`src/rtl/video_timing_pkg.sv`:
```
// Shared timing constants and boundary helper for the raster timing generator.
// Mode tuples are (active, front porch, sync, back porch) for each axis.
package video_timing_pkg;

    typedef struct packed {
        int unsigned h_active;
        int unsigned h_fp;
        int unsigned h_sync;
        int unsigned h_bp;
        int unsigned v_active;
        int unsigned v_fp;
        int unsigned v_sync;
        int unsigned v_bp;
    } mode_t;

    localparam mode_t MODE_1080P60 = '{
        h_active: 1920, h_fp: 88, h_sync: 44, h_bp: 148,
        v_active: 1080, v_fp: 4,  v_sync: 5,  v_bp: 36
    };

    localparam mode_t MODE_720P60 = '{
        h_active: 1280, h_fp: 110, h_sync: 40, h_bp: 220,
        v_active: 720,  v_fp: 5,   v_sync: 5,  v_bp: 20
    };

    localparam mode_t MODE_640X480P60 = '{
        h_active: 640, h_fp: 16, h_sync: 96, h_bp: 48,
        v_active: 480, v_fp: 10, v_sync: 2,  v_bp: 33
    };

    typedef struct packed {
        int unsigned total;
        int unsigned sync_start;
        int unsigned sync_end;
    } axis_bounds_t;

    // Axis order is active, front porch, sync, back porch; sync_end is exclusive.
    function automatic axis_bounds_t axis_bounds(
        input int unsigned active,
        input int unsigned fp,
        input int unsigned sync,
        input int unsigned bp
    );
        axis_bounds_t b;
        b.sync_start = active + fp;
        b.sync_end   = b.sync_start + sync;
        b.total      = b.sync_end + bp;
        return b;
    endfunction

endpackage

```
`src/rtl/timing_axis_counter.sv`:
```
// One raster axis: wrapping position counter plus registered active/sync/zero decode.
// wrap flags the last position so a slower axis can step on it.
module timing_axis_counter
    import video_timing_pkg::*;
#(
    parameter int WIDTH  = 12,
    parameter int ACTIVE = 1920,
    parameter int FP     = 88,
    parameter int SYNC   = 44,
    parameter int BP     = 148,
    parameter bit POL    = 1'b1
) (
    input  logic             clock,
    input  logic             reset,
    input  logic             step,
    output logic [WIDTH-1:0] count,
    output logic             active,
    output logic             sync,
    output logic             wrap,
    output logic             zero
);

    localparam axis_bounds_t BND = axis_bounds(ACTIVE, FP, SYNC, BP);

    localparam logic [WIDTH-1:0] LAST       = WIDTH'(BND.total - 1);
    localparam logic [WIDTH-1:0] ACT_END    = WIDTH'(ACTIVE);
    localparam logic [WIDTH-1:0] SYNC_START = WIDTH'(BND.sync_start);
    localparam logic [WIDTH-1:0] SYNC_END   = WIDTH'(BND.sync_end);

    if (FP < 1 || SYNC < 1 || BP < 1) begin : g_bad_len
        $error("timing_axis_counter: porch and sync widths must be at least 1");
    end

    if (((BND.total - 1) >> WIDTH) != 0) begin : g_bad_width
        $error("timing_axis_counter: total-1 does not fit in WIDTH bits");
    end

    logic [WIDTH-1:0] count_q, count_d;
    logic             active_q, active_d;
    logic             sync_q, sync_d;
    logic             zero_q, zero_d;

    // Decode runs on the next position so flags and count land on the same edge.
    always_comb begin
        count_d = count_q;
        if (step) begin
            count_d = (count_q == LAST) ? '0 : count_q + WIDTH'(1);
        end
        active_d = (count_d < ACT_END);
        sync_d   = ((count_d >= SYNC_START) && (count_d < SYNC_END)) ? POL : ~POL;
        zero_d   = (count_d == '0);
    end

    // Reset values are the decode of LAST, which lies in the back porch.
    always_ff @(posedge clock or posedge reset) begin
        if (reset) begin
            count_q  <= LAST;
            active_q <= 1'b0;
            sync_q   <= ~POL;
            zero_q   <= 1'b0;
        end else begin
            count_q  <= count_d;
            active_q <= active_d;
            sync_q   <= sync_d;
            zero_q   <= zero_d;
        end
    end

    assign count  = count_q;
    assign active = active_q;
    assign sync   = sync_q;
    assign zero   = zero_q;
    assign wrap   = (count_q == LAST);

endmodule

```
`src/rtl/video_timing_gen.sv`:
```
// Raster timing generator: horizontal/vertical counters with DE, syncs and strobes.
// Every output comes from the same register stage, so all signals share one position.
module video_timing_gen
    import video_timing_pkg::*;
#(
    parameter int busWidth = 12,
    parameter int H_ACTIVE = 1920,
    parameter int H_FP     = 88,
    parameter int H_SYNC   = 44,
    parameter int H_BP     = 148,
    parameter int V_ACTIVE = 1080,
    parameter int V_FP     = 4,
    parameter int V_SYNC   = 5,
    parameter int V_BP     = 36,
    parameter bit HS_POL   = 1'b1,
    parameter bit VS_POL   = 1'b1
) (
    input  logic                clock,
    input  logic                reset,
    input  logic                enable,
    output logic [busWidth-1:0] hCount,
    output logic [busWidth-1:0] vCount,
    output logic                deOut,
    output logic                hSync,
    output logic                vSync,
    output logic                lineStart,
    output logic                frameStart,
    output logic                vBlank
);

    logic h_active, h_sync, h_wrap, h_zero;
    logic v_active, v_sync, v_zero;
    logic v_wrap_unused;
    logic v_step;

    assign v_step = enable && h_wrap;

    timing_axis_counter #(
        .WIDTH  (busWidth),
        .ACTIVE (H_ACTIVE),
        .FP     (H_FP),
        .SYNC   (H_SYNC),
        .BP     (H_BP),
        .POL    (HS_POL)
    ) u_h_axis (
        .clock  (clock),
        .reset  (reset),
        .step   (enable),
        .count  (hCount),
        .active (h_active),
        .sync   (h_sync),
        .wrap   (h_wrap),
        .zero   (h_zero)
    );

    // Vertical axis advances on the same edge that wraps the horizontal one,
    // so vSync edges fall on hCount==0.
    timing_axis_counter #(
        .WIDTH  (busWidth),
        .ACTIVE (V_ACTIVE),
        .FP     (V_FP),
        .SYNC   (V_SYNC),
        .BP     (V_BP),
        .POL    (VS_POL)
    ) u_v_axis (
        .clock  (clock),
        .reset  (reset),
        .step   (v_step),
        .count  (vCount),
        .active (v_active),
        .sync   (v_sync),
        .wrap   (v_wrap_unused),
        .zero   (v_zero)
    );

    assign deOut      = h_active && v_active;
    assign hSync      = h_sync;
    assign vSync      = v_sync;
    assign lineStart  = h_zero;
    assign frameStart = h_zero && v_zero;
    assign vBlank     = ~v_active;

endmodule

```
`config.mk`:
```
export PLATFORM = sky130hd
export DESIGN_NAME = video_timing_gen
export DESIGN_NICKNAME = d
export VERILOG_FILES = /design/src/rtl/video_timing_pkg.sv /design/src/rtl/timing_axis_counter.sv /design/src/rtl/video_timing_gen.sv
export SDC_FILE = /design/constraint.sdc
export NUM_CORES = 1
export LEC_CHECK = 0
export BUFFER_PORTS_ARGS = -buffer_cell sky130_fd_sc_hd__buf_2
export CORE_MARGIN = 4
export CORE_UTILIZATION = 60
export CTS_BUF_LIST = sky130_fd_sc_hd__clkbuf_2 sky130_fd_sc_hd__clkbuf_4 sky130_fd_sc_hd__clkbuf_8
export CTS_CLUSTER_DIAMETER = 200
export DETAILED_ROUTE_END_ITERATION = 16
export PLACE_DENSITY_LB_ADDON = 0.15
export SLEW_MARGIN = 5
export SYNTH_ARGS = -nofsm -noshare
export SYNTH_HDL_FRONTEND = slang
export SYNTH_SLANG_ARGS = --single-unit
```
`constraint.sdc`:
```
create_clock -name clock -period 6.9 [get_ports clock]
set_input_delay 0.69 -clock clock [delete_from_list [all_inputs] [get_ports clock]]
set_output_delay 0.69 -clock clock [all_outputs]
set_load 0.005 [all_outputs]
```
---- After elaboration in Yosys (flattened, before gate mapping) ----
Cells that the tools add are included.
Widths: inputs -> output; s select.
word-level totals
  register bits ........................... 30
  input port bits ......................... 3
  output and inout port bits .............. 30
cells by class
  add/subtract/negate cells ............... 2
  order comparisons ....................... 6
  equality and inequality tests ........... 2
  muxes and demuxes ....................... 6
  bitwise operators ....................... 1
  reduce and logical (&&, ||, !) cells .... 7
operators with widths
  operator               number
  $mux 12                4
  $lt 12x11->1 const B   3
  $add 12x1->12 const B  2
  $ge 12x11->1 const B   2
  $logic_not 12->1       2
  $eq 12x11->1 const B   1
  $eq 12x12->1 const B   1
  $lt 12x12->1 const B   1
  $logic_and 1x1->1      5
  $mux 1                 2
  $not 1->1              1

---- Longest topological paths before layout ----
  depth in word-level cells ............... 6
  gate-level depth with buffers ........... 9
  depth with buffers taken out ............ 9

---- By module ----
From an unflattened synthesis, not the netlist that was laid out.
second synthesis, totals
  cells, all modules ...................... 205
  area, all modules ....................... 1,871.8 um2
by module, submodules not included
  module                          instances  cells an instance  area an instance (um2)  seq. area each (um2)
  timing_axis_counter (u_v_axis)  1          110                983.4                   380.4
  timing_axis_counter (u_h_axis)  1          91                 865.8                   382.9
  video_timing_gen                1          4                  22.5                    0.0

---- Worst setup path before layout ----
OpenSTA, ideal clock, no wires.
  path kind ............................... register -> register
  from .................................... register u_h_axis.count_q[0] (netlist: u_h_axis.count[0])
  to ...................................... register u_v_axis.active_q (netlist: u_v_axis.active)
  library setup time ...................... 0.101 ns
  data arrival time ....................... 2.456 ns
  path slack .............................. 4.343 ns
  cell stages (with the launch flop) ...... 10
  period minus slack after synthesis ...... 2.557 ns
  cell sequence ........................... dfstp_2 ha_1 nand2b_1 nor4_4 and2_1 clkbuf_1 nand4_1 xnor2_1 or3_1 o32ai_1
between the ends
  word-level cells in the longest chain between the ends .. 4
ends and longest elaborated chain
  what                      RTL line                   text
  from (decl)               timing_axis_counter.sv:38  logic [WIDTH-1:0] count_q, count_d;
  from (signal assigned)    timing_axis_counter.sv:62  count_q <= count_d;
  $eq 12x12->1              timing_axis_counter.sv:73  assign wrap = (count_q == LAST);
  $logic_and 1x1->1         video_timing_gen.sv:36     assign v_step = enable && h_wrap;
  $mux 12                   timing_axis_counter.sv:46  if (step) begin
  net u_v_axis.count_d[11]  timing_axis_counter.sv:38
  $lt 12x11->1              timing_axis_counter.sv:49  active_d = (count_d < ACT_END);
  net u_v_axis.active_d     timing_axis_counter.sv:39  logic active_q, active_d;
  to (signal assigned)      timing_axis_counter.sv:63  active_q <= active_d;
  to (decl)                 timing_axis_counter.sv:39
The timed path passes the listed nets, and every way through them passes these cells.

---- Worst setup path after layout ----
Ends and elaborated chain as after synthesis.

==> impl_results.md <==
* Status: finished, final reports clean
* Initial antenna violation count at 0
* Router iterations before antenna repair at 4
* Gpl congestion at 0.907
* Die X at around 62 um
* CP Capture Type: flip-flop
* Diode count at 0
* Hold Violations, Final at 0
* Asr flop ratio synth at between 90% and 100%
* Distinct cells, synth at 45
* Num Clock Sinks at 30
* FF+latch count, synth at 30
* Clk pin slew, worst setup/hold paths at about 0.090 ns
* Fin Hold WS at ~0.55 ns
* Fmax at around 0.36 GHz
* Post-synth EDFFs at 0
* CTS H-tree depth at 2
* Post-route minimum period at 2.81 ns
* Hold buffer count at cts at 0
* Antenna viol nets, final at 0
* Gr busiest metal: met2
* Total die area at about 0.0038 mm^2
* Maximum root-to-sink buffer count at 2
* Gr ovfl total at 0
* Pwr/cell area at 230 mW/mm^2
* Period Utilization, post-route at about two fifths
* Vias in the first global route at 1453
* Setup_tns at 0 ns
* Syn avg cell area at slightly above 9 um^2
* Max Cap Viol at 0
* Max VDD drop at a little over 0.0003 V
* CTS root buf: clkbuf_4
* Worst path required time at ~7 ns
* Crit path launch type: flip-flop
* RSZ-0062 raised after global routing: no
* Post-Syn Nets at about 190
* Area after DPL at between 0.0015 and 0.002 mm^2
* Final WL at between 3 and 4 mm
* Met3 usage in global routing at 4.75%
* Vias at between 1500 and 2000
* Worst Path Arrival at 3.02 ns
* Final setup violation count at 0
* YS warnings at 0
* CP Max Fanout at 7
* Initial drt markers at about 140
* Layout cell share with drive strength beyond 1 at 26.0%
* Core area at 0.00278 mm^2
* DR WL/cell at 15.9 um
* Slew Limit Fails at 0
* Synth Instances at ~190
* Sequential fraction of the synthesis area at 43.6%
* Placed cell count at roughly 240
* Hold/Removal Path Class: reg -> reg
* Most used DFF post-synth: dfrtp_1
* Final cell count without fillers at between 200 and 300
* Fin nets at 224
* Pin count of the biggest net entering global routing at 31
* Fill cells at 222
* Worst-Margin Slew at 1.11 ns
* Port Buffers at 32
* First-pass GRT wire length at 6.99 mm
* M1 GR Usage at about a third
* Worst Skew at 0.0110 ns
* Vias/cell at roughly 6.3
* GRT met2 Usage at 39.3%
* Netlist Area Pre-Place at roughly 0.0017 mm^2
* Initial core utilization at between 60 and 70%
* Synthesis-to-finish area growth at 12.7%
* Commonest non-fill, non-tap cell in the layout: buf_2
* Setup Buffers After CTS at 0
* Clk_lat worst skew at between 0.3 and 0.4 ns
* Cts bufs inserted at 5
* DIE HEIGHT at a little over 60 um
* Commonest non-fill, non-tap cells in the layout: buf_2 (32), dfrtp_1 (20), nand2_1 (16)
* Total GRT Usage at 24.6%
* DRC at 0
* Fin area at around 0.0020 mm^2
* Total leakage power at a little under 0.0009 uW
* Num ports at 33
* Slew HR at around 26%
* Crit path kind: reg -> reg
* Row cnt at 19
* Dpl hpwl at 2.95 mm
* TritonCTS clock tree: done
* Post-CTS resize count at 0
critical path, stage by stage, from the launching register on:
cell,delay (ns)
dfstp_2,0.58
ha_1,0.23
nand2b_1,0.14
nor4_4,0.39
and2_1,0.31
nand4_1,0.15
xnor2_1,0.18
or3_1,0.42
o32ai_1,0.28
final timing paths:
| check | cells after the start | startpoint | slack (ns) | endpoint |
|---|---|---|---|---|
| max in group asynchronous | 2 | reset | 5.59 | u_h_axis.active$_DFF_PP0_ |
| min reg2reg | 2 | u_h_axis.count[1]$_DFF_PP1_ | 0.55 | u_h_axis.count[1]$_DFF_PP1_ |
| min | 2 | u_h_axis.count[1]$_DFF_PP1_ | 0.55 | u_h_axis.count[1]$_DFF_PP1_ |
| min in group asynchronous | 2 | reset | 0.64 | u_h_axis.count[6]$_DFF_PP0_ |
| max | 8 | u_h_axis.count[0]$_DFF_PP1_ | 4.09 | u_v_axis.active$_DFF_PP0_ |
| max reg2reg | 8 | u_h_axis.count[0]$_DFF_PP1_ | 4.09 | u_v_axis.active$_DFF_PP0_ |
logic make-up after synthesis:
| logic type | after synthesis | share of synthesized area (%) |
|---|---|---|
| and+or+nand+nor | 88 | 29.2 |
| AOI/OAI and AO/OA | 31 | 11.2 |
| DFF | 30 | 43.6 |
| xor gates and xnor gates | 18 | 9.01 |
| buffers and inverters | 17 | 4.22 |
| adders and majority gates | 3 | 2.15 |
| muxes | 1 | 0.644 |
power breakdown:
group	leakage [uW]	internal, uW	switching [uW]
logic	0.000501	46.3	54.8
clock network	0.0000387	53.2	57.6
registers	0.000355	205	36.0
total	0.000894	305	148
synthesized netlist by cell type, types with 2 or more instances:
cell / n / area, um^2
or3_1: 2 / 12.5
clkbuf_1: 6 / 22.5
nand3_1: 10 / 50.1
dfrtp_1: 20 / 500
a31oi_1: 5 / 31.3
nor3b_1: 2 / 15.0
o22ai_1: 2 / 12.5
xor2_1: 4 / 35.0
o21ai_0: 7 / 35.0
o21ai_1: 3 / 15.0
nor3_1: 7 / 35.0
nand2b_1: 3 / 18.8
dfstp_2: 10 / 263
nor2_1: 13 / 48.8
and3_1: 6 / 37.5
nand4_1: 10 / 62.6
a21oi_1: 7 / 35.0
nor4b_1: 3 / 26.3
ha_1: 3 / 37.5
and4_1: 2 / 17.5
and2_1: 4 / 25.0
inv_1: 7 / 26.3
buf_2: 2 / 10.0
xnor2_1: 14 / 123
nand2_1: 16 / 60.1
sequential cells by signal, indices dropped and copies added (netlist names):
register and flops:
u_h_axis.sync 1, u_h_axis.count 12, u_h_axis.active 1, u_h_axis.zero 1, u_v_axis.active 1, u_v_axis.count 12, u_v_axis.sync 1, u_v_axis.zero 1
area by class of cell:
| class | instances | area (um^2) | share of cell area (%) |
|---|---|---|---|
| clock inverter | 1 | 5.00 | 0.254 |
| multi-input combinational | 141 | 912 | 46.3 |
| inverter | 7 | 26.3 | 1.33 |
| sequential | 30 | 763 | 38.7 |
| tap | 31 | 38.8 | 1.97 |
| timing repair buffer | 33 | 168 | 8.50 |
| clock buffer | 7 | 58.8 | 2.98 |
routing by layer:
layer | vias up | wire length, um
li1 | 746 | -
met1 | 745 | 1690
met2 | 63 | 1970
met3 | 9 | 250
met4 | 0 | 65
met5 | - | 0
metrics by stage:
stage                     setup slack (ns)  util, %  total power, uW
final                                 4.09     70.9              453
after global routing                  3.82     70.9              486
after CTS                             4.07     70.9              458
after detailed placement              4.12     68.6              343
after global placement                4.32     68.6              341
after floorplan                       4.34        -              307
Power figures use the tool's default switching activity.
